--- config.mk ---
export PLATFORM = sky130hd
export DESIGN_NAME = display_source_scheduler
export DESIGN_NICKNAME = d
export VERILOG_FILES = /design/src/rtl/display_pkg.sv /design/src/rtl/display_source_scheduler_bin2bcd_seq.sv /design/src/rtl/display_source_scheduler.sv
export SDC_FILE = /design/constraint.sdc
export NUM_CORES = 1
export LEC_CHECK = 0
export CORE_MARGIN = 2
export CORE_UTILIZATION = 35
export CTS_CLUSTER_DIAMETER = 200
export DETAILED_ROUTE_END_ITERATION = 8
export DONT_BUFFER_PORTS = 1
export HOLD_SLACK_MARGIN = 0.03
export PLACE_DENSITY = 0.52
export SKIP_CTS_REPAIR_TIMING = 1
export SLEW_MARGIN = 20
export SYNTH_ARGS = -nofsm -noshare
export SYNTH_HDL_FRONTEND = slang
export SYNTH_SLANG_ARGS = --single-unit
--- constraint.sdc ---
create_clock -name clock_100Mhz -period 3.5 [get_ports clock_100Mhz]
set_input_delay 0.7 -clock clock_100Mhz [delete_from_list [all_inputs] [get_ports clock_100Mhz]]
set_output_delay 0.7 -clock clock_100Mhz [all_outputs]
set_load 0.1 [all_outputs]
--- src/rtl/display_pkg.sv ---
// display_pkg: shared types and constants for the display source scheduler and scan controller
package display_pkg;
   typedef enum logic [1:0] {IDLE, CONVERT, SHOW} state_t;
   localparam logic [3:0] BLANK_NIBBLE = 4'hF;
   localparam int BCD_DIGITS = 5;
   localparam int DISP_DIGITS = 8;
   localparam int BCD_W = 4 * BCD_DIGITS;
   function automatic int rr_next(input logic [2:0] p, input int k, input int n);
      int s;
      s = int'(p) + k;
      return s >= n ? s - n : s;
   endfunction
endpackage

--- src/rtl/display_source_scheduler_bin2bcd_seq.sv ---
// bin2bcd_seq: iterative double-dabble converter, one shift per clock, DATA_W clocks per value
module bin2bcd_seq
   import display_pkg::*;
#(
   parameter int DATA_W = 16
) (
   input  logic              clock_100Mhz,
   input  logic              reset,
   input  logic              start,
   input  logic [DATA_W-1:0] value,
   output logic              done,
   output logic [BCD_W-1:0]  bcd
);
   localparam int SR_W = BCD_W + DATA_W;
   localparam int CNT_W = $clog2(DATA_W + 1);
   logic [SR_W-1:0]  sr, adj, shifted;
   logic [CNT_W-1:0] cnt;
   // add-3 correction on every BCD nibble that would overflow past 9 after the shift
   always_comb begin
      adj = sr;
      for (int i = 0; i < BCD_DIGITS; i++)
         adj[DATA_W+4*i +: 4] = sr[DATA_W+4*i +: 4] >= 4'd5 ? sr[DATA_W+4*i +: 4] + 4'd3 : sr[DATA_W+4*i +: 4];
      shifted = adj << 1;
   end
   // load on start, then shift until the count expires; last shift publishes the result
   always_ff @(posedge clock_100Mhz) begin
      if (reset) begin
         sr   <= '0;
         cnt  <= '0;
         done <= 1'b0;
         bcd  <= '0;
      end else begin
         done <= 1'b0;
         if (start) begin
            sr  <= {{BCD_W{1'b0}}, value};
            cnt <= CNT_W'(DATA_W);
         end else if (cnt != '0) begin
            sr  <= shifted;
            cnt <= cnt - 1'b1;
            if (cnt == CNT_W'(1)) begin
               done <= 1'b1;
               bcd  <= shifted[SR_W-1 -: BCD_W];
            end
         end
      end
   end
endmodule

--- src/rtl/display_source_scheduler.sv ---
// display_source_scheduler: round-robin sharing of the 8-digit display among binary requesters
module display_source_scheduler
   import display_pkg::*;
#(
   parameter int NUM_SRC      = 4,
   parameter int DATA_W       = 16,
   parameter int DWELL_CYCLES = 100000000
) (
   input  logic                      clock_100Mhz,
   input  logic                      reset,
   input  logic [NUM_SRC-1:0]        req,
   input  logic [NUM_SRC*DATA_W-1:0] src_value,
   input  logic                      freeze,
   output logic [NUM_SRC-1:0]        grant,
   output logic                      busy,
   output logic [2:0]                src_id,
   output logic [31:0]               bcd_digits,
   output logic                      digits_valid
);
   localparam int CNT_W = DWELL_CYCLES > 1 ? $clog2(DWELL_CYCLES) : 1;
   state_t           state, state_nx;
   logic [2:0]       ptr, pick, cur_id;
   logic [7:0]       req_x;
   logic             hit, start, done;
   logic [BCD_W-1:0] bcd;
   logic [CNT_W-1:0] dwell;
   // search upward from the last granted source so every held requester gets a turn
   always_comb begin
      req_x = 8'(req);
      hit   = 1'b0;
      pick  = ptr;
      for (int k = 1; k <= NUM_SRC; k++)
         if (!hit && req_x[3'(rr_next(ptr, k, NUM_SRC))]) begin
            hit  = 1'b1;
            pick = 3'(rr_next(ptr, k, NUM_SRC));
         end
   end
   assign start = state == IDLE && hit;
   bin2bcd_seq #(.DATA_W(DATA_W)) u_conv (
      .clock_100Mhz(clock_100Mhz),
      .reset       (reset),
      .start       (start),
      .value       (src_value[int'(pick)*DATA_W +: DATA_W]),
      .done        (done),
      .bcd         (bcd)
   );
   // state register
   always_ff @(posedge clock_100Mhz) begin
      if (reset) state <= IDLE;
      else state <= state_nx;
   end
   // next state: grant from IDLE, leave CONVERT on converter done, leave SHOW after the unfrozen dwell
   always_comb begin
      state_nx = state == IDLE    ? (hit ? CONVERT : IDLE) :
                 state == CONVERT ? (done ? SHOW : CONVERT) :
                 (!freeze && dwell == CNT_W'(DWELL_CYCLES - 1)) ? IDLE : SHOW;
   end
   // outputs: display is occupied whenever a value is converting or dwelling
   always_comb begin
      busy = state != IDLE;
   end
   // arbiter pointer, grant pulse, displayed value and dwell counter
   always_ff @(posedge clock_100Mhz) begin
      if (reset) begin
         ptr          <= 3'(NUM_SRC - 1);
         cur_id       <= '0;
         grant        <= '0;
         src_id       <= '0;
         bcd_digits   <= '0;
         digits_valid <= 1'b0;
         dwell        <= '0;
      end else begin
         grant        <= start ? NUM_SRC'(1) << pick : '0;
         digits_valid <= 1'b0;
         if (start) begin
            ptr    <= pick;
            cur_id <= pick;
         end
         if (state == CONVERT && done) begin
            bcd_digits   <= {BLANK_NIBBLE, 1'b0, cur_id, BLANK_NIBBLE, bcd};
            src_id       <= cur_id;
            digits_valid <= 1'b1;
            dwell        <= '0;
         end else if (state == SHOW && !freeze) begin
            dwell <= dwell + 1'b1;
         end
      end
   end
endmodule

; ---- After elaboration in Yosys (flattened, before gate mapping)
; Cells that the tools add are included.
[totals]
register_bits = 133
input_bits = 71
out_inout_bits = 41
elab_cells = 110
[classes]
n_addsub = 15
magnitude_cmp = 13
eq_ne = 4
n_shift = 2
muxes = 40
bitwise = 2
reduce_logical = 20
[op_table]
columns = cell, n
row1 = $shiftx A64 B8 Y16, 1
row2 = $ge A4 B3 Y1 const B, 9
row3 = $mux W16, 2
row4 = $add A27 B1 Y27 const B, 1
row5 = $eq A27 B27 Y1 const B, 1
row6 = $mux W3, 9
row7 = $lt A3 B5 Y1 const B, 4
row8 = $add A4 B2 Y4 const B, 4
row9 = $mux W4, 4
row10 = $mux W1, 15
row11 = $bmux W1 S3, 4
row12 = $sub A3 B3 Y3 const B, 4
row13 = $mux W5, 2
row14 = $add A3 B2 Y4 const B, 2
row15 = $mux W2, 4
row16 = $logic_and A1 B1 Y1, 7
row17 = $reduce_or A2 Y1, 3
row18 = $eq A5 B1 Y1 const B, 1
row19 = $reduce_bool A5 Y1, 1
row20 = $sub A5 B1 Y5 const B, 1
row21 = $add A3 B1 Y4 const B, 1
row22 = $add A3 B3 Y4 const B, 1
row23 = $logic_not A1 Y1, 4
row24 = $reduce_bool A2 Y1, 2
row25 = 8 further kinds, 9

; ---- Depth between registers and ports, before layout
; Gate-level depths: netlist of run 1.
[depth]
ltp_word = 19
depth_mapped = 12
mapped_depth_nobuf = 9

; ---- By module
; From an unflattened synthesis of run 1, not the netlist that was laid out.
[unflattened]
cells_unflattened = 669
hier_area_um2 = 6306.0
[modules_own_cells]
columns = module, n_inst, cells_each, area_each_um2, seq_area_each_um2
row1 = display_source_scheduler, 1, 343, 3413.3, 1261.2
row2 = bin2bcd_seq, 1, 326, 2892.8, 1241.2

; ---- Worst setup path before layout of run 1
; Ideal clock, no wire load.
[synth_timing]
path_kind = register to register
start = reg ptr[0]
end = reg u_conv.sr[0]
setup_time_ns = 0.116
arrival_time_ns = 2.979
required_ns = 3.384
slack_ns = 0.404
path_stages_with_launch = 12
n_path_buf = 2
period_less_slack_ns = 3.096
cell_sequence = dfxtp_1 > buf_4 > inv_1 > ha_1 > mux4_2 > o21ai_1 > o21ai_2 > xnor2_4 > buf_2 > mux2i_1 > o22ai_1 > a41o_1
[synth_via]
elab_chain_cells = 18
elab_cells_between_ends = 46
cone_classes = 8 x add/sub / 4 x order compare / 1 x shift / 25 x mux / 8 x reduce/logical
[synth_rtl]
columns = element, line
row1 = start: declaration, display_source_scheduler.sv:22  ; logic [2:0] ptr, pick, cur_id;
row2 = start signal: assignment, display_source_scheduler.sv:65  ; ptr <= 3'(NUM_SRC - 1);
row3 = start signal: assignment, display_source_scheduler.sv:76  ; ptr <= pick;
row4 = $add A3 B1 Y4, display_pkg.sv:10  ; s = int'(p) + k;
row5 = $ge A4 B3 Y1 or $sub A3 B3 Y3 (tied branches), display_pkg.sv:11  ; return s >= n ? s - n : s;
row6 = $mux W3, display_pkg.sv:11
row7 = $bmux W1 S3, display_source_scheduler.sv:33  ; if (!hit && req_x[3'(rr_next(ptr, k, NUM_SRC))]) begin
row8 = $mux W1 (implied by the code) (2 in series), display_source_scheduler.sv:33
row9 = $mux W1, display_source_scheduler.sv:33
row10 = $logic_not A1 Y1, display_source_scheduler.sv:33
row11 = $logic_and A1 B1 Y1, display_source_scheduler.sv:33
row12 = $mux W1, display_source_scheduler.sv:33
row13 = $logic_not A1 Y1, display_source_scheduler.sv:33
row14 = $logic_and A1 B1 Y1, display_source_scheduler.sv:33
row15 = $mux W1, display_source_scheduler.sv:33
row16 = $logic_not A1 Y1, display_source_scheduler.sv:33
row17 = $logic_and A1 B1 Y1, display_source_scheduler.sv:33
row18 = $mux W3 or $mux W1 (tied branches), display_source_scheduler.sv:33
row19 = $shiftx A64 B8 Y16 or $logic_and A1 B1 Y1 (tied branches), "display_source_scheduler.sv:43, display_source_scheduler.sv:38"
row20 = $mux W16 or $reduce_bool A2 Y1 (tied branches), n/a
row21 = end signal: assignment, display_source_scheduler_bin2bcd_seq.sv:35  ; sr <= {{BCD_W{1'b0}}, value};
row22 = end signal: assignment, display_source_scheduler_bin2bcd_seq.sv:38  ; sr <= shifted;
row23 = end: declaration, display_source_scheduler_bin2bcd_seq.sv:16  ; logic [SR_W-1:0] sr, adj, shifted;
; Parallel ways exist; a longest one is shown, timed or not. The select of a mux whose other input is x is not followed.
; A chain may end at the register's enable or synchronous reset.

; ---- Final worst setup path of run 1
[layout_timing]
start = reg ptr[1]
end = reg u_conv.bcd[7]
[layout_via]
elab_chain_cells = 19
elab_cells_between_ends = 41
cone_classes = 8 x add/sub / 4 x order compare / 20 x mux / 1 x bitwise / 8 x reduce/logical
[layout_rtl]
columns = element, line
row1 = $add A3 B1 Y4, display_pkg.sv:10
row2 = $ge A4 B3 Y1 or $sub A3 B3 Y3 (tied branches), display_pkg.sv:11
row3 = $mux W3, display_pkg.sv:11
row4 = $bmux W1 S3, display_source_scheduler.sv:33
row5 = $mux W1 (implied by the code) (2 in series), display_source_scheduler.sv:33
row6 = $mux W1, display_source_scheduler.sv:33
row7 = $logic_not A1 Y1, display_source_scheduler.sv:33
row8 = $logic_and A1 B1 Y1, display_source_scheduler.sv:33
row9 = [... 2 more ...], n/a
row10 = $logic_and A1 B1 Y1, display_source_scheduler.sv:33
row11 = $mux W1, display_source_scheduler.sv:33
row12 = $logic_not A1 Y1, display_source_scheduler.sv:33
row13 = $logic_and A1 B1 Y1, display_source_scheduler.sv:33
row14 = $mux W1 *, display_source_scheduler.sv:33
row15 = $logic_and A1 B1 Y1 *, display_source_scheduler.sv:38  ; assign start = state == IDLE && hit;
row16 = $not A1 Y1 (no line) *, n/a
row17 = $reduce_and A3 Y1 (no line) *, n/a
row18 = end signal: assignment, display_source_scheduler_bin2bcd_seq.sv:42  ; bcd <= shifted[SR_W-1 -: BCD_W];
row19 = end: declaration, display_source_scheduler_bin2bcd_seq.sv:12  ; output logic [BCD_W-1:0] bcd
; Every way passes the cells marked *; elsewhere a longest branch is shown, timed or not. The select of a mux whose other input is x is not followed.

==> impl_metrics.csv, run 1 <==
group,metric,value,unit
run_status,run_status,"finished, final reports clean",
clock_tree,clk_latency,0.42,ns
clock_tree,cts_buffer_depth,2,
drt,routed_wl,12.9,mm
cells_and_area,final_common_cell,"dfxtp_1",
clock_tree,cts_root_buf,"clkbuf_16",
setup_path,required,3.81,ns
sta,hold_violations,0,
synthesis,synth_top_area_cell,"dfxtp_1",
clock_tree,htreeDepth,4,
synthesis,async_reset_ff_share,0,%
setup_path,cp-endpoint,"u_conv.bcd[7]$_SDFFE_PP0P_",
clock_tree,cts_tree,"built",
synthesis,synth_ff_type,"dfxtp_1",
sta,hold_ws,0.353,ns
synthesis,synth_edf_count,0,
sta,setup_slack,0.224,ns
sta,fmax,305,MHz
synthesis,synth_compound_area_share,18.7,%
synthesis,syn_area,0.00589,sq mm
cells_and_area,drive_gt1_share,10.2,%
flow_run,cap_viol_max_count,0,
synthesis,synth-adder-area-share,3.19,%
cells_and_area,area_growth,12.7,%
setup_path,r2r_start,"ptr[1]$_SDFFE_PP1N_",
pwr,p_leak,2.45,nW
pwr,ir_worst_vdd,0.000429,V
global_routing,first_global_vias,4358,
drt,routedWlPerCell,14.8,um
setup_path,cp-startpoint,"ptr[1]$_SDFFE_PP1N_",
floorplan,die_w,134,um
drt,route.detailed.drc,0,
floorplan,die_y,134,um
sta,setup_viol,0,
setup_path,path_class,"reg -> reg",
placed_design,dp_slack,0.205,ns
synthesis,yosysWarnings,0,
global_routing,grt_start_max_net_pins,38,
synthesis,syn_area_per_cell,9.00,sq um
floorplan,start_util,35.7,%
drt,vias,4552,
cells_and_area,diodes,0,
floorplan,core_area,0.0165,sq mm
synthesis,synth-simple-area-share,16.8,%
floorplan,die_area,0.0179,sq mm
setup_path,max_stage_delay,0.72,ns
setup_path,path_max_fanout,16,
sta,period_minus_slack,3.28,ns
global_routing,track_usage,15.0,%
setup_path,crit_arrival,3.58,ns
sta,finalClockSkew,0.00701,ns
synthesis,synthMuxAreaShare,8.35,%
setup_path,startpoint_type,"flip-flop",
setup_path,cp_cell_sequence,"inv_1 > ha_1 > mux4_2 > a222oi_1 > a31oi_2 > or3_2 > a211oi_2 > nor3_1",
worst_hold_path,hold_path.class,"in -> reg",
cells_and_area,final_nets,727,
sta,slew_viol_final,0,
sta,tightest_slew,1.05,ns
setup_path,worstSetupPathDepth,8,
cells_and_area,fillerInstances,1623,
global_routing,antenna_found_initial,0,
setup_path,timing.rr.end,"u_conv.bcd[7]$_SDFFE_PP0P_",
drt,postRouteAntennaNets,0,
sta,fin_crit_sh,93.6,%
synthesis,syn_nets,741,
drt,vias_per_cell,5.21,
setup_path,crit_family,"compound AO/OA/AOI/OAI gates",
synthesis,ys_seq_area_share,42.5,%
synthesis,synth_top_area_share,42.5,%
clock_tree,numCtsBuffers,17,
global_routing,grt_overflow,0,
global_routing,grt_pass1_wl,21.7,mm
cells_and_area,final_cell_mix,"121 x dfxtp_1, 67 x nand2_1, 50 x nor2_1",
sta,relSlewSlack,30.1,%
synthesis,synth_top_family_by_area,"compound AO/OA/AOI/OAI gates",
placed_design,place_hpwl,8.75,mm
floorplan,ios,112,
setup_path,critPathBufInv,1,
synthesis,synth.area.top_cells,"dfxtp_1 42%, mux2i_1 6.6%, nand2_1 4.3%, a21oi_1 3.9%, a22o_1 3.6%",
clock_tree,path_clk_slew,0.06,ns
sta,fin_setup_tns,0,ns
sta,rsz0062_at_grt,"false",
setup_path,reg2reg_depth,8,
pwr,fin_total_pwr,5.37,mW
synthesis,synth-xor-area-share,5.22,%
setup_path,cp_slowest_cell,"or3_2",
clock_tree,numClockSinks,125,
synthesis,synth_seq_cells,125,
synthesis,ys_types,51,
setup_path,crit_path_end_kind,"flip-flop",
drt,firstDrtPassIters,4,
synthesis,syn_inst,655,
drt,drt_iter0_drc,224,
floorplan,rows,47,
placed_design,gp_congestion,0.816,
pwr,pwr_density_cell,809,mW/mm^2
placed_design,numPortBuffers,0,
setup_path,reg2reg_slack,0.22,ns
synth_stat cells, types with 3 or more instances:
master	count
buf_2	8
inv_1	16
nand3_1	16
nand2b_1	11
and4_1	3
nor4_1	4
nand4_1	6
nand2_1	67
o22ai_1	3
a211oi_2	5
a22o_1	24
xor2_1	19
o22a_1	15
and2_1	4
xnor2_1	13
mux2i_1	39
o21ai_0	41
nor3b_1	10
nor2_1	51
dfxtp_1	125
a21oi_1	46
clkbuf_1	22
buf_4	13
a211oi_1	9
mux4_2	3
o21ai_1	16
or3_1	4
and3_1	9
nor3_1	11
o211ai_1	3
ha_1	15
per-layer routing:
| layer | up-vias | part of all wire [%] | track usage [%] |
|---|---|---|---|
| met5 | - | 0 | 0 |
| met4 | 0 | 1.1 | 5.44 |
| met3 | 12 | 5.1 | 5.18 |
| met2 | 89 | 46 | 23.8 |
| met1 | 2144 | 47 | 18.9 |
| li1 | 2307 | - | - |
sequential cells by signal, indices dropped and copies added (netlist names):
signal        flops
bcd_digits       22
cur_id            2
digits_valid      1
dwell            27
grant             4
ptr               3
src_id            2
state             2
u_conv.bcd       20
u_conv.cnt        5
u_conv.done       1
u_conv.sr        36
report_power, final:
| group | switching (mW) | internal [mW] | total (mW) |
|---|---|---|---|
| Clock | 0.686 | 0.986 | 1.67 |
| Sequential | 0.267 | 1.59 | 1.86 |
| Combinational | 1.09 | 0.752 | 1.84 |
| Total | 2.04 | 3.33 | 5.37 |
cell families after synthesis:
kind of cell | Yosys count
XOR/XNOR | 33
multiplexers | 45
buffers and inverters | 61
AND/OR/NAND/NOR | 205
other | 1
flip-flops | 125
adder cells (fa/ha/maj) | 15
AO/OA/AOI/OAI | 170
worst min path at each step:
stage	slack, ns	endpoint	from	depth (start not counted)
6_report	0.35	u_conv.cnt[4]$_SDFFE_PP0P_	reset	1
5_1_grt	0.33	u_conv.cnt[4]$_SDFFE_PP0P_	reset	1
3_3_place_gp	0.44	cur_id[0]$_SDFFE_PP0N_	cur_id[0]$_SDFFE_PP0N_	2
2_1_floorplan	0.43	u_conv.sr[33]$_SDFFE_PP0P_	u_conv.sr[33]$_SDFFE_PP0P_	2
4_1_cts	0.33	u_conv.cnt[4]$_SDFFE_PP0P_	reset	1
3_5_place_dp	0.44	u_conv.bcd[18]$_SDFFE_PP0P_	u_conv.bcd[18]$_SDFFE_PP0P_	2
stage by stage:
| step | cell area, sq um | instances | util [%] |
|---|---|---|---|
| floorplan | 5890 | 655 | - |
| CTS | 6630 | 874 | 40.1 |
| detailed placement | 6070 | 842 | 36.7 |
| finish | 6640 | 874 | 40.2 |
| global placement | 6070 | 842 | 36.7 |
| global route | 6640 | 874 | 40.2 |
worst register-to-register path, delay by kind of cell, from the launching register on:
family / cells / cell delay, ns
compound gates: 3 / 1.03
simple gates: 2 / 0.79
buf+inv: 1 / 0.14
mux: 1 / 0.36
fa+ha+maj: 1 / 0.39
flops: 1 / 0.47
final cells by class:
class                      count  area [sq um]  share of cell area, %
inverter                      16          60.1                  0.905
tap                          220           275                   4.15
clock inverter                15           138                   2.07
multi-input combinational    469          3110                   46.8
sequential                   125          2510                   37.8
clock buffer                  17           425                   6.41
timing repair buffer          12           123                   1.85
(Power assumes the default switching activity.)
==> inputs of run 2 (changes only) <==
--- a/config.mk
+++ b/config.mk
@@ -8,10 +8,12 @@
 export CORE_MARGIN = 2
 export CORE_UTILIZATION = 35
 export CTS_CLUSTER_DIAMETER = 200
+export CTS_CLUSTER_SIZE = 8
 export DETAILED_ROUTE_END_ITERATION = 8
 export DONT_BUFFER_PORTS = 1
 export HOLD_SLACK_MARGIN = 0.03
 export PLACE_DENSITY = 0.52
+export SETUP_SLACK_MARGIN = 0.15
 export SKIP_CTS_REPAIR_TIMING = 1
 export SLEW_MARGIN = 20
 export SYNTH_ARGS = -nofsm -noshare
==> run 2 against run 1 <==
Against the previous run:
- utilization rose by 0.053 points
- first-iteration DRC count fell by 1.3%
- via count shrank 0.37%
- critical endpoint is now u_conv.sr[2]$_SDFFE_PP0P_
- critical path type unchanged
- non-clock buffer count unchanged
==> impl_metrics.csv, run 2 (synthesis results as in run 1) <==
group,metric,value,unit
cells_and_area,largest_register_ff_count,36,
drt,routedWlPerCell,14.8,um
placed_design,place_hpwl,8.75,mm
sta,setup_viol,0,
sta,tightest_slew,1.05,ns
drt,drt_iter0_drc,221,
placed_design,gp_congestion,0.816,
floorplan,rows,47,
cells_and_area,diodes,0,
floorplan,core_area,0.0165,sq mm
pwr,ir_worst_vdd,0.000428,V
pwr,pwr_density_cell,810,mW/mm^2
worst_hold_path,holdPathEnd,"u_conv.cnt[4]$_SDFFE_PP0P_",
global_routing,grt_pass1_wl,21.7,mm
pwr,fin_total_pwr,5.38,mW
setup_path,crit_arrival,3.42,ns
global_routing,track_usage,15.0,%
sta,fin_crit_sh,88.9,%
global_routing,first_global_vias,4358,
placed_design,place_inst,842,
sta,rsz0062_at_grt,"false",
drt,routed_wl,12.9,mm
cells_and_area,drive_gt1_share,10.7,%
sta,slew_viol_final,0,
setup_path,path_max_fanout,10,
sta,finalClockSkew,0.00568,ns
worst_hold_path,hold_path.class,"in -> reg",
sta,period_minus_slack,3.11,ns
setup_path,path_class,"reg -> reg",
cells_and_area,final_nets,727,
pwr,p_leak,2.45,nW
drt,firstDrtPassIters,4,
worst_hold_path,worstHoldStart,"reset",
clock_tree,cts_root_buf,"clkbuf_16",
sta,fmax,321,MHz
worst_hold_path,min_path_cells,1,
placed_design,dp_slack,0.205,ns
setup_path,reg2reg_depth,10,
setup_path,required,3.81,ns
setup_path,timing.rr.end,"u_conv.sr[2]$_SDFFE_PP0P_",
setup_path,r2r_start,"ptr[1]$_SDFFE_PP1N_",
sta,hold_violations,0,
global_routing,antenna_found_initial,0,
cells_and_area,final_common_cell,"dfxtp_1",
global_routing,grt_start_max_net_pins,38,
cells_and_area,final_cell_mix,"121 x dfxtp_1, 66 x nand2_1, 50 x nor2_1",
cells_and_area,finalNonFillerCells,874,
cells_and_area,top_register,"u_conv.sr",
cells_and_area,biggestRegsByFlops,"u_conv.sr x36, dwell x27, bcd_digits x22",
setup_path,startpoint_type,"flip-flop",
run_status,run_status,"finished, final reports clean",
sta,relSlewSlack,30.2,%
floorplan,start_util,35.7,%
setup_path,cp-startpoint,"ptr[1]$_SDFFE_PP1N_",
clock_tree,cts_tree,"built",
sta,fin_setup_tns,0,ns
clock_tree,cts_buffer_depth,2,
global_routing,grt_overflow,0,
placed_design,numPortBuffers,0,
flow_run,cap_viol_max_count,0,
drt,vias_per_cell,5.19,
drt,postRouteAntennaNets,0,
floorplan,ios,112,
setup_path,reg2reg_slack,0.39,ns
clock_tree,numCtsBuffers,17,
setup_path,crit_path_end_kind,"flip-flop",
floorplan,die_y,134,um
sta,hold_ws,0.355,ns
drt,route.detailed.drc,0,
clock_tree,clk_latency,0.42,ns
clock_tree,htreeDepth,4,
sta,setup_slack,0.388,ns
floorplan,die_w,134,um
drt,vias,4535,
floorplan,die_area,0.0179,sq mm
clock_tree,numClockSinks,125,
clock_tree,path_clk_slew,0.06,ns
cells_and_area,area_growth,12.8,%
[run 2: cell counts in the layout (fill, tap and decap cells not counted)]
No cell type changed its count.
[run 2: power breakdown]
| part | switching (mW) | leakage [nW] | internal [mW] |
|---|---|---|---|
| Combinational | 1.10 | 1.15 | 0.757 |
| Clock | 0.683 | 0.281 | 0.986 |
| Sequential | 0.268 | 1.02 | 1.59 |
| Total | 2.05 | 2.45 | 3.33 |
[run 2: per-layer routing]
metal / share of wire [%] / global-route usage (%) / vias to the layer above
li1: - / - / 2300
met1: 48 / 18.9 / 2154
met2: 47 / 23.8 / 71
met3: 4.1 / 5.18 / 10
met4: 0.92 / 5.44 / 0
met5: 0 / 0 / -
[run 2: area by class of cell]
class	instances	area (sq um)
Inverter	16	60.1
Tap cell	220	275
Sequential cell	125	2510
Multi-Input combinational cell	469	3120
Clock inverter	15	138
Fill cell	1623	9880
Timing Repair Buffer	12	123
Clock buffer	17	425
[run 2: how the worst max path moves through the flow]
stage | to | depth (start not counted)
after floorplan | u_conv.sr[0]$_SDFFE_PP0P_ | 11
after global placement | u_conv.bcd[15]$_SDFFE_PP0P_ | 8
final | u_conv.sr[2]$_SDFFE_PP0P_ | 10
after global routing | u_conv.sr[3]$_SDFFE_PP0P_ | 10
after CTS | u_conv.bcd[7]$_SDFFE_PP0P_ | 8
after detailed placement | u_conv.bcd[7]$_SDFFE_PP0P_ | 8
[run 2: per-stage QoR]
step | cell area [sq um] | util (%)
CTS | 6630 | 40.1
global placement | 6070 | 36.7
floorplan | 5890 | -
global route | 6650 | 40.2
finish | 6650 | 40.2
detailed placement | 6070 | 36.7
[run 2: worst max-delay path: stages, from the launching register on]
cell      delay [ns]
dfxtp_1         0.47
inv_1           0.14
ha_1            0.39
mux4_2          0.36
a222oi_1        0.48
a31oi_2         0.29
nand3_1         0.19
nand2b_2        0.26
buf_4           0.20
o22a_1          0.16
o21ai_1         0.06
